### config.mk
export PLATFORM = sky130hd
export DESIGN_NAME = clk_div_multi
export DESIGN_NICKNAME = d
export VERILOG_FILES = /design/src/rtl/clk_div_pkg.sv /design/src/rtl/clk_div_chan.sv /design/src/rtl/clk_div_multi.sv
export SDC_FILE = /design/constraint.sdc
export NUM_CORES = 1
export LEC_CHECK = 0
export CORE_AREA = 3 3 307 309
export DETAILED_ROUTE_END_ITERATION = 10
export DIE_AREA = 0 0 310 312
export GPL_ROUTABILITY_DRIVEN = 0
export GPL_TIMING_DRIVEN = 1
export PLACE_DENSITY_LB_ADDON = 0.3
export SLEW_MARGIN = 5
export SYNTH_ARGS = -nofsm -noshare
export SYNTH_HDL_FRONTEND = slang
export SYNTH_HIERARCHICAL = 1
export SYNTH_SLANG_ARGS = --single-unit
### constraint.sdc
create_clock -name clk -period 12.6 [get_ports clk]
set_input_delay 1.26 -clock clk [delete_from_list [all_inputs] [get_ports clk]]
set_output_delay 1.26 -clock clk [all_outputs]
set_load 0.02 [all_outputs]
### src/rtl/clk_div_pkg.sv
// Shared types and constants for the multi-channel clock/pulse divider.
package clk_div_pkg;

    // Counter and register width used by the configuration record.
    localparam int CFG_W = 32;

    // A divide ratio of zero halts the channel.
    localparam logic [CFG_W-1:0] DIV_HALT = '0;

    // One channel configuration: period, high-time and enable.
    typedef struct packed {
        logic [CFG_W-1:0] div;
        logic [CFG_W-1:0] high;
        logic             en;
    } div_cfg_t;

    // A channel produces output only when enabled with a non-zero period.
    function automatic logic cfg_running(input div_cfg_t c);
        return c.en && (c.div != DIV_HALT);
    endfunction

endpackage

### src/rtl/clk_div_chan.sv
// One divider channel: pending/active configuration, phase counter and
// registered outputs. New settings are adopted only at a period boundary,
// while idle, or on the global sync strobe, so the output never glitches.
module clk_div_chan
    import clk_div_pkg::*;
(
    input  logic             clk,
    input  logic             rstn,
    input  logic             we,
    input  logic [CFG_W-1:0] cfg_div,
    input  logic [CFG_W-1:0] cfg_high,
    input  logic             cfg_en,
    input  logic             sync_i,
    output logic             y,
    output logic             tick,
    output logic             pend
);

    div_cfg_t         act_q;
    div_cfg_t         pend_q;
    div_cfg_t         wr_cfg;
    div_cfg_t         act_d;
    logic [CFG_W-1:0] p_q;
    logic [CFG_W-1:0] p_d;
    logic             running;
    logic             boundary;
    logic             apply;
    logic             run_d;

    // Next-state decode: decide whether to adopt a new set and where the phase goes.
    // NOTE: every signal gets a default at the top of always_comb so no latch is inferred.
    always_comb begin
        wr_cfg   = '{div: cfg_div, high: cfg_high, en: cfg_en};
        running  = cfg_running(act_q);
        boundary = running && (p_q == act_q.div - CFG_W'(1));
        // An idle channel being written holds off one cycle so the write lands
        // in the pending set first; back-to-back writes then resolve last-wins.
        apply    = boundary || sync_i || (!running && !we);
        act_d    = act_q;
        if (apply) begin
            act_d = we ? wr_cfg : pend_q;
        end
        p_d = '0;
        if (!apply && running) begin
            p_d = p_q + CFG_W'(1);
        end
        run_d = cfg_running(act_d);
    end

    // State and output registers; outputs are computed from the next phase so
    // they line up with the counter value they describe.
    // NOTE: sequential state uses non-blocking assignments only, and every
    // register here (no memories) is cleared by the asynchronous reset.
    always_ff @(posedge clk or negedge rstn) begin
        if (!rstn) begin
            act_q  <= '0;
            pend_q <= '0;
            pend   <= 1'b0;
            p_q    <= '0;
            y      <= 1'b0;
            tick   <= 1'b0;
        end else begin
            act_q <= act_d;
            if (we) begin
                pend_q <= wr_cfg;
            end
            pend <= we ? !apply : (pend && !apply);
            p_q  <= p_d;
            y    <= run_d && (p_d < act_d.high);
            tick <= run_d && (p_d == '0);
        end
    end

endmodule

### src/rtl/clk_div_multi.sv
// Multi-channel programmable clock/pulse divider: decodes the configuration
// write port and instantiates one independent divider per channel.
module clk_div_multi
    import clk_div_pkg::*;
#(
    parameter int CH  = 4,
    parameter int W   = CFG_W,
    parameter int CHW = (CH > 1) ? $clog2(CH) : 1
) (
    input  logic           clk,
    input  logic           rstn,
    input  logic           cfg_we,
    input  logic [CHW-1:0] cfg_ch,
    input  logic [W-1:0]   cfg_div,
    input  logic [W-1:0]   cfg_high,
    input  logic           cfg_en,
    input  logic           sync_i,
    output logic [CH-1:0]  y_o,
    output logic [CH-1:0]  tick_o,
    output logic [CH-1:0]  pend_o
);

    // The configuration record in the package fixes the counter width.
    if (W != CFG_W) begin : g_bad_width
        $error("clk_div_multi: W must equal clk_div_pkg::CFG_W");
    end
    if (CH < 1 || CH > 16) begin : g_bad_ch
        $error("clk_div_multi: CH must be in 1..16");
    end

    // One channel per index; a write whose cfg_ch matches no index is dropped.
    for (genvar i = 0; i < CH; i++) begin : g_ch
        logic we_ch;

        // Channel write strobe decode.
        always_comb begin
            we_ch = cfg_we && (cfg_ch == CHW'(i));
        end

        clk_div_chan u_chan (
            .clk      (clk),
            .rstn     (rstn),
            .we       (we_ch),
            .cfg_div  (cfg_div),
            .cfg_high (cfg_high),
            .cfg_en   (cfg_en),
            .sync_i   (sync_i),
            .y        (y_o[i]),
            .tick     (tick_o[i]),
            .pend     (pend_o[i])
        );
    end

endmodule

==> impl_results.md, run 1 <==
* Status: complete, no violations
* CTS tree: yes
* CTS root buffer: clkbuf_16
* Final Hold Vio Count at 0
* Post-synthesis instance total at 3,308
* Highest clock rate at 148.7 MHz
* Initial antenna violation count at 22
* CP peak stage delay at 0.80 ns
* Post-synth EDFFs at 0
* Max VDD drop at 0.08880 mV
* Sequential power share at 43.6%
* HP Start: g_ch[3].u_chan/act_q[8]
* Worst Setup Start Kind: flip-flop
* Post-CTS sizing at 0
* Post-Synth XOR/XNOR Area at 7.452%
* Logic pwr share at 23.7%
* Post-synthesis simple-gate area fraction at 14.91%
* Max Cap Viol at 0
* PortBufs at 82
* Num CTS Buffers at 74
* Placed cells at 4,400
* Top FF cell, synth: dfrtp_1
* Clock power share at 32.6%
* Crit-path cells: inv_1 > ha_1 > nor3b_1 > nand4_1 > xnor2_1 > o211ai_1 > nor4_2 > nand4_1 > o41a_4 > nand2_4 > buf_4 > mux2i_1 > ha_1 > nand2_1 > nor4_1 > nand2_1 > a2111oi_0 > and3_1 > a21oi_1 > nand3_1 > a211oi_1
* Mapped Nets at 3,515
* Detailed-route wire length per cell at 23.09 um
* Yosys warnings at 6
* Seq/Total Area, Yosys at 45.10%
* Critical-path top delay cell: nor3b_1
* Unique cell type count in the Yosys netlist at 89
* Data required, critical path at 13.10 ns
* Slew Limit Fails at 0
* Int Power at 4.505 mW
* Mux contribution to synthesized area at 17.59%
* Total wire length at 104.7 mm
* Initial detailed-routing violation count at 1,832
* Vias per cell at 5.655
* R2r endpoint: g_ch[3].u_chan/y
* Pleak at 17.05 nW
* Non-filler instance count after layout at 4,535
* Final HPWL DP at 74.11 mm
* HP Class: flip-flop to flip-flop
* Vias in the first global route at 25,155
* Clock-pin slew on the worst setup and hold paths at 0.06 ns
* Mapped Area at 36,620 sq um
* Final net count at 3,497
* # fillers at 8,564
* Total gr overflow at 0
* Die Wd at 310 um
* Largest net degree at the start of global routing at 104
* DRC Markers at 0
* Fin crit period at 6.724 ns
* Setup_tns at 0 ns
* PwrDens at 163.6 nW/um^2
* Die height at 312 um
* Clock latency on the worst-skew pair at 0.63 ns
* Reg-to-Reg Start: g_ch[3].u_chan/act_q[33]
* Via count at 25,646
* R2r setup slk at 5.88 ns
* Post CTS Setup Buffer Count at 0
* Worst reg2reg path depth at 21
* Hold Path End: g_ch[3].u_chan/act_q[8]
* Critical path fanouts, max at 61
* Rel. slew slack at 23.03%
* Setup CP Type: flip-flop to flip-flop
* Layout cells sized above 1 at 16.02%
* Post-synth ARST share at 100.0%
* Initial Util at 39.95%
* Setup violators final at 0
* Area Overhead vs Synth at 10.82%
* Syn Area/Cell at 11.07 sq um
* Max clock buf depth at 3
* Num ports at 83
* ANT nets after route at 0
* Die area at 96,720 sq um
* Ranking of synthesized cells by area: dfrtp_1 45%, mux2_2 10%, ha_1 4.6%
* Tcrit/Tclk final at 53.36%
* First-pass GRT wire length at 159.8 mm
* H-tree levels at 3
* Final Skew at 0.02547 ns
* Core area at 91,660 sq um
* CTS Hold Bufs at 0
* Yosys top cell by area: dfrtp_1
* Critical path origin: g_ch[3].u_chan/act_q[33]
* Top-area cell type share of the netlist area at 45.10%
* GRT Overall Usage at 21.66%
* Worst-Margin Slew at 1.155 ns
* Drt first pass iters at 7
* Main combinational cell family by area after synthesis: multiplexers
* Number of synthesized register bits at 660
* # clock sinks at 660
* Net Switching at 2.133 mW
* Hold Crit Depth at 1
* Post-synthesis compound-gate area fraction at 6.553%
* Net Sw Frac at 32.13%
* CP endpoint kind: flip-flop
* Adder-cell share of the synthesized area at 4.647%
* Worst EP arrival at 7.22 ns
* Core Rows at 111
* RSZ-0062 raised after global routing: no
==> metal layers <==
metal	up-vias	routed length (um)	track usage [%]	part of all wire [%]
li1	11973	-	-	-
met1	12829	51200	33.25	49
met2	701	44620	31.56	43
met3	141	5772	2.772	5.5
met4	2	3131	6.730	3.0
met5	-	13	0	0.012
==> synth_stat cells (16+ instances only) <==
master and n:
a31oi_1 21, nor3_1 78, or3_1 32, a21oi_1 69, or4_1 25, nor4_1 99
nor2b_1 18, o211ai_1 20, ha_1 136, nand4_1 84, buf_2 31, mux2_1 124
and4_1 27, inv_1 98, mux2i_1 134, clkbuf_1 119, o41ai_1 16, and3_1 53
a211oi_1 21, buf_6 20, xnor2_1 176, nor2_1 238, mux2_2 329, nand3_1 83
o21ai_0 49, nand2_1 100, xor2_1 133, nand2b_1 20, a21o_1 37, and2_1 19
buf_1 22, dfrtp_1 660
==> cell type report <==
cell class | instances | area (sq um) | area share [%]
Sequential cell | 660 | 16520 | 40.70
Inverter | 98 | 367.9 | 0.9064
Clock buffer | 101 | 2103 | 5.183
Multi-Input combinational cell | 2348 | 18760 | 46.22
Antenna cell | 3 | 7.507 | 0.01850
Timing Repair Buffer | 108 | 1021 | 2.516
Tap cell | 1186 | 1484 | 3.657
Clock inverter | 31 | 324.1 | 0.7985
==> layout by cell type, fill, tap and decap left out, types with 15 or more instances in the layout <==
| cell type | count |
|---|---|
| or3_1 | 32 |
| clkbuf_16 | 74 |
| a21oi_1 | 69 |
| xnor2_1 | 176 |
| buf_4 | 26 |
| o211ai_1 | 20 |
| nor2_1 | 238 |
| o41ai_1 | 16 |
| nand3_1 | 83 |
| clkbuf_8 | 15 |
| clkdlybuf4s50_1 | 81 |
| and4_1 | 27 |
| mux2_1 | 124 |
| and2_1 | 19 |
| and3_1 | 53 |
| dfrtp_1 | 660 |
| nor3_1 | 76 |
| a21o_1 | 37 |
| a211oi_1 | 21 |
| o21ai_0 | 49 |
| mux2_2 | 329 |
| xor2_1 | 133 |
| inv_1 | 98 |
| a31oi_1 | 21 |
| nand2_1 | 100 |
| mux2i_1 | 134 |
| nand4_1 | 84 |
| nor4_1 | 99 |
| nand2b_1 | 20 |
| or4_1 | 25 |
| ha_1 | 136 |
| nor2b_1 | 18 |
==> worst max path at each step <==
stage	to	cells after the start	slack, ns
finish	g_ch[3].u_chan/y	21	5.88
global route	g_ch[3].u_chan/y	21	5.17
CTS	g_ch[3].u_chan/y	21	5.80
detailed placement	g_ch[0].u_chan/y	18	5.86
global placement	g_ch[0].u_chan/y	18	5.85
floorplan	g_ch[3].u_chan/y	22	7.77
==> stage by stage <==
stage / area (sq um) / utilization, % / worst slack, ns / power, mW / hold WS [ns]
after floorplan: 36620 / - / 7.770 / 3.999 / 0.4573
after detailed placement: 38150 / 41.62 / 5.865 / 4.497 / 0.4722
after global routing: 40580 / 44.27 / 5.165 / 7.013 / 0.4910
final: 40580 / 44.27 / 5.876 / 6.638 / 0.4829
after CTS: 40580 / 44.27 / 5.800 / 6.695 / 0.4865
after global placement: 38150 / 41.62 / 5.847 / 4.470 / 0.4640
==> flip-flops by register name, summed over array words and instances (netlist names) <==
register,flops
g_ch.u_chan/pend_q,260
g_ch.u_chan/pend,4
g_ch.u_chan/y,4
g_ch.u_chan/p_q,128
g_ch.u_chan/tick,4
g_ch.u_chan/act_q,260
==> power groups by stage <==
stage          logic, mW  clock network (mW)  registers (mW)
6_report            1.58                2.17            2.90
3_3_place_gp        1.56                   0            2.91
3_5_place_dp        1.57                   0            2.93
2_1_floorplan       1.23                   0            2.77
4_1_cts             1.58                2.22            2.89
5_1_grt             1.75                2.32            2.95
==> worst max-delay path, delay by kind of cell (launching register included) <==
family	cells	cell delay [ns]
mux	1	0.19
compound gates	5	1.19
simple gates	10	3.09
flops	1	0.43
xor+xnor	1	0.24
buf+inv	2	0.89
fa+ha+maj	2	0.54
==> cell families after synthesis <==
kind of cell | after synthesis
AOI/OAI and AO/OA | 344
xor gates and xnor gates | 310
adders and majority gates | 136
buffers and inverters | 300
DFF | 660
muxes | 587
and+or+nand+nor | 971
Note: power is estimated with default switching activity, not from simulation.
==> run 2, diff against run 1 <==
Clock period 12.6 ns to 6.5 ns, I/O delays scaled along.
==> impl_results.md, run 2 (same netlist as run 1, synthesis figures left out) <==
* CP endpoint kind: flip-flop
* Tcrit/Tclk final at 87.00%
* Total gr overflow at 0
* Net Switching at 4.163 mW
* Final net count at 3,508
* Final Hold Vio Count at 0
* Layout cells sized above 1 at 16.28%
* Worst Setup Start Kind: flip-flop
* Vias in the first global route at 25,036
* Leading cell type in the layout, fill and taps excluded: dfrtp_1
* Data required, critical path at 7.02 ns
* Initial Util at 39.95%
* Clock-pin slew on the worst setup and hold paths at 0.06 ns
* Crit-path cells: nor4_2 > nand4_1 > a311oi_1 > a211oi_1 > a2111oi_2 > and4_4 > or3_1 > buf_4 > nor2_1 > ha_1 > a21o_1 > a21oi_1 > o22ai_1 > o2111ai_1 > o211ai_1 > nor3_1 > o211ai_1 > a22oi_1
* Initial antenna violation count at 26
* Buf/Inv on CP at 1
* GRT Overall Usage at 21.44%
* Fin crit period at 5.655 ns
* CTS Hold Bufs at 0
* Via count at 25,899
* Worst EP arrival at 6.18 ns
* Num CTS Buffers at 76
* Initial detailed-routing violation count at 2,048
* Final HPWL DP at 72.73 mm
* Largest registers: g_ch.u_chan/act_q x260, g_ch.u_chan/pend_q x260, g_ch.u_chan/p_q x128
* Die height at 312 um
* Die Wd at 310 um
* Critical path fanouts, max at 13
* Top delay family on crit path: simple AND/OR/NAND/NOR gates
* Core area at 91,660 sq um
* Slew Limit Fails at 0
* Net Sw Frac at 31.62%
* Non-filler instance count after layout at 4,549
* Max Cap Viol at 0
* Max clock buf depth at 3
* Largest net degree at the start of global routing at 172
* Setup_tns at 0 ns
* RSZ-0062 raised after global routing: no
* Int Power at 9.003 mW
* DRC Markers at 0
* Logic pwr share at 23.3%
* Setup CP Type: flip-flop to flip-flop
* # clock sinks at 660
* Rel. slew slack at 27.69%
* Status: complete, no violations
* Clock latency on the worst-skew pair at 0.63 ns
* Critical-path top delay cell: nor4_2
* Die area at 96,720 sq um
* PwrDens at 321.6 nW/um^2
* CTS root buffer: clkbuf_16
* Max VDD drop at 0.1855 mV
* Post CTS Setup Buffer Count at 0
* Most frequent CP cell: o211ai_1
* Setup violators final at 0
* CP peak stage delay at 0.76 ns
* R2r setup slk at 0.84 ns
* Placed cells at 4,409
* Num ports at 83
* Sequential power share at 42.7%
* Pleak at 17.20 nW
* H-tree levels at 3
* Worst-Margin Slew at 1.085 ns
* Vias per cell at 5.693
* ANT nets after route at 0
* Highest clock rate at 176.8 MHz
* Clock power share at 34.0%
* Post-CTS sizing at 0
* Final Skew at 0.03010 ns
* PortBufs at 82
* Drt first pass iters at 5
* Most frequent cells in the layout: 660 x dfrtp_1, 329 x mux2_2, 238 x nor2_1
* Area Overhead vs Synth at 11.78%
* First-pass GRT wire length at 157.9 mm
* Detailed-route wire length per cell at 22.81 um
* CTS tree: yes
* HP Class: input pin to asynchronous set/reset pin
* Total wire length at 103.8 mm
* Core Rows at 111
[run 2: per-layer routing]
layer / part of all wire [%] / global-route usage (%) / up-vias
li1: - / - / 12016
met1: 47 / 32.17 / 12955
met2: 43 / 32.06 / 785
met3: 6.4 / 2.833 / 143
met4: 3.1 / 6.633 / 0
met5: 0 / 0 / -
[run 2: metrics by stage]
stage	power [mW]	setup WS, ns	utilization (%)	area, sq um	hold WS [ns]
floorplan	7.752	1.670	-	36620	0.3544
global placement	8.678	0.9665	41.79	38300	0.4656
detailed placement	8.736	0.8682	41.79	38300	0.4706
CTS	13.28	0.8325	44.65	40930	0.06589
global route	13.90	0.2262	44.65	40930	0.08080
finish	13.17	0.8448	44.66	40930	0.01075
[run 2: final timing paths]
| check | from | end | cells past startpoint |
|---|---|---|---|
| worst max-delay path | g_ch[0].u_chan/act_q[37] | g_ch[0].u_chan/y | 18 |
| worst min-delay path | rstn | g_ch[0].u_chan/tick | 1 |
| worst max register to register | g_ch[0].u_chan/act_q[37] | g_ch[0].u_chan/y | 18 |
| worst min register to register | g_ch[3].u_chan/act_q[9] | g_ch[3].u_chan/act_q[9] | 1 |
| max in group asynchronous | rstn | g_ch[1].u_chan/act_q[56] | 2 |
| min in group clk | g_ch[3].u_chan/act_q[9] | g_ch[3].u_chan/act_q[9] | 1 |
[run 2: layout make-up]
class,instances,area [sq um]
clock buffers,105,2151
diodes,3,7.507
repair buffers,117,1176
inverters,98,367.9
well taps,1186,1484
fillers,8556,50730
multi-input cells,2348,18760
clock inverters,32,473.0
flip-flops and latches,660,16520
[run 2: worst register-to-register path: stages (launching register included)]
cell and delay, ns:
dfrtp_1 0.47, nor4_2 0.76, nand4_1 0.46, a311oi_1 0.35, a211oi_1 0.13, a2111oi_2 0.36, and4_4 0.32, or3_1 0.40
buf_4 0.29, nor2_1 0.09, ha_1 0.29, a21o_1 0.18, a21oi_1 0.16, o22ai_1 0.16, o2111ai_1 0.29, o211ai_1 0.13
nor3_1 0.40, o211ai_1 0.15, a22oi_1 0.18
[run 2: power by group through the flow]
stage                     logic, mW  clock network (mW)  registers (mW)
final                          3.06                4.48            5.62
after global placement         3.03                   0            5.65
after floorplan                2.38                   0            5.38
after CTS                      3.08                4.59            5.61
after global routing           3.39                4.78            5.73
after detailed placement       3.06                   0            5.68
==> run 3, diff against run 2 <==
Settings changed: PLACE_DENSITY set to 0.57, PLACE_DENSITY_LB_ADDON 0.3 to not set.
==> impl_results.md, run 3 (same netlist as run 1, synthesis figures left out) <==
* # clock sinks at 660
* Final net count at 3,515
* Num ports at 83
* Initial Util at 39.95%
* CTS root buffer: clkbuf_16
* Total wire length at 105.5 mm
* Worst-Margin Slew at 1.047 ns
* CTS tree: yes
* Final Skew at 0.01985 ns
* Vias in the first global route at 24,971
* Post-route cell area at 41,060 sq um
* Setup CP Type: flip-flop to flip-flop
* Largest registers: g_ch.u_chan/act_q x260, g_ch.u_chan/pend_q x260, g_ch.u_chan/p_q x128
* Worst Setup Start Kind: flip-flop
* Via count at 25,706
* Status: complete, no violations
* Data required, critical path at 7.05 ns
* Final HPWL DP at 74.11 mm
* DP Area at 38,340 sq um
* Leading cell type in the layout, fill and taps excluded: dfrtp_1
* First-pass GRT wire length at 160.3 mm
* Tcrit/Tclk final at 88.42%
* Worst EP arrival at 6.29 ns
* Pleak at 17.28 nW
* Critical path fanouts, max at 13
* Die height at 312 um
* Slew Limit Fails at 0
* Most frequent cells in the layout: 660 x dfrtp_1, 329 x mux2_2, 238 x nor2_1
* CP endpoint kind: flip-flop
* Max clock buf depth at 3
* Core Rows at 111
* Max Cap Viol at 0
* Detailed-route wire length per cell at 23.14 um
* Num CTS Buffers at 76
* RSZ-0062 raised after global routing: no
* Core area at 91,660 sq um
* HP Class: input pin to asynchronous set/reset pin
* Hold WS at 0.03049 ns
* Fin crit period at 5.748 ns
* Setup_tns at 0 ns
* Final Hold Vio Count at 0
* CTS Hold Bufs at 0
* Post CTS Setup Buffer Count at 0
* Vias per cell at 5.639
* GRT Overall Usage at 21.88%
* H-tree levels at 3
* ANT nets after route at 0
* Highest clock rate at 174.0 MHz
* Post-CTS sizing at 0
* Die area at 96,720 sq um
* Largest net degree at the start of global routing at 176
* Rel. slew slack at 30.21%
* Drt first pass iters at 5
* Total gr overflow at 0
* Setup violators final at 0
* Area Overhead vs Synth at 12.11%
* PwrDens at 324.8 nW/um^2
* Initial detailed-routing violation count at 2,205
* DRC Markers at 0
* Clock-pin slew on the worst setup and hold paths at 0.06 ns
* Die Wd at 310 um
* PortBufs at 82
* Initial antenna violation count at 26
* Max VDD drop at 0.1935 mV
* Layout cells sized above 1 at 16.68%
* Clock latency on the worst-skew pair at 0.63 ns
==> run 3: cell types whose count changed in the layout (fill, tap and decap cells not counted), sizes merged <==
cell      delta
bufinv       +3
buf          +7
inv          +4
clkinvlp     -2
diode        +1
clkbuf       -5
clkinv       +2
==> run 3: path summary, 6_finish.rpt <==
check                                         startpoint                        end  slack, ns  depth (start not counted)
worst max register to register  g_ch[0].u_chan/act_q[33]           g_ch[0].u_chan/y       0.75                         20
worst min-delay path                                rstn   g_ch[2].u_chan/act_q[55]       0.03                          1
min in group clk                 g_ch[3].u_chan/act_q[3]    g_ch[3].u_chan/act_q[3]       0.48                          1
worst min register to register   g_ch[3].u_chan/act_q[3]    g_ch[3].u_chan/act_q[3]       0.48                          1
max in group asynchronous                           rstn  g_ch[0].u_chan/pend_q[26]       4.94                          2
worst max-delay path            g_ch[0].u_chan/act_q[33]           g_ch[0].u_chan/y       0.75                         20
==> run 3: report_power, final <==
part,internal (mW),switching [mW]
registers,4.92,0.701
clock network,2.82,1.82
logic,1.40,1.68
==> run 3: worst max-delay path, cell delays in order, from the launching register on <==
cell and delay (ns):
dfrtp_1 0.46, inv_1 0.11, ha_1 0.19, nor3b_1 0.64, nand4_1 0.41, a311oi_1 0.34, a211oi_1 0.12, a2111oi_2 0.37
and4_4 0.32, or3_1 0.46, buf_4 0.29, nor2b_1 0.08, ha_1 0.29, a21o_1 0.16, a21oi_1 0.17, o22ai_1 0.14
o2111ai_1 0.25, o211ai_1 0.14, nor3_1 0.39, o211ai_1 0.15, a22oi_1 0.16
==> run 3: cell type report <==
| cell class | instances | area [sq um] |
|---|---|---|
| clock buffer | 100 | 2142 |
| timing repair buffer | 124 | 1216 |
| fill | 8596 | 50610 |
| inverter | 98 | 367.9 |
| tap | 1186 | 1484 |
| multi-input combinational | 2348 | 18760 |
| sequential | 660 | 16520 |
| clock inverter | 39 | 560.5 |
| antenna | 4 | 10.01 |
==> run 3: per-stage QoR <==
step / total power, mW / cells / util (%) / worst slack, ns
6_report: 13.34 / 4559 / 44.79 / 0.7524
5_1_grt: 14.04 / 4555 / 44.78 / 0.2936
2_1_floorplan: 7.752 / 3308 / - / 1.670
3_3_place_gp: 8.711 / 4416 / 41.83 / 0.9659
3_5_place_dp: 8.751 / 4416 / 41.83 / 0.8649
4_1_cts: 13.46 / 4555 / 44.78 / 0.8308
==> run 3: per-layer routing <==
layer	vias up	part of all wire, %	global-route usage [%]	wire [um]
li1	12057	-	-	-
met1	12823	48	33.48	50390
met2	691	44	32.74	45920
met3	135	6.0	2.446	6320
met4	0	2.7	5.784	2861
met5	-	0	0	0
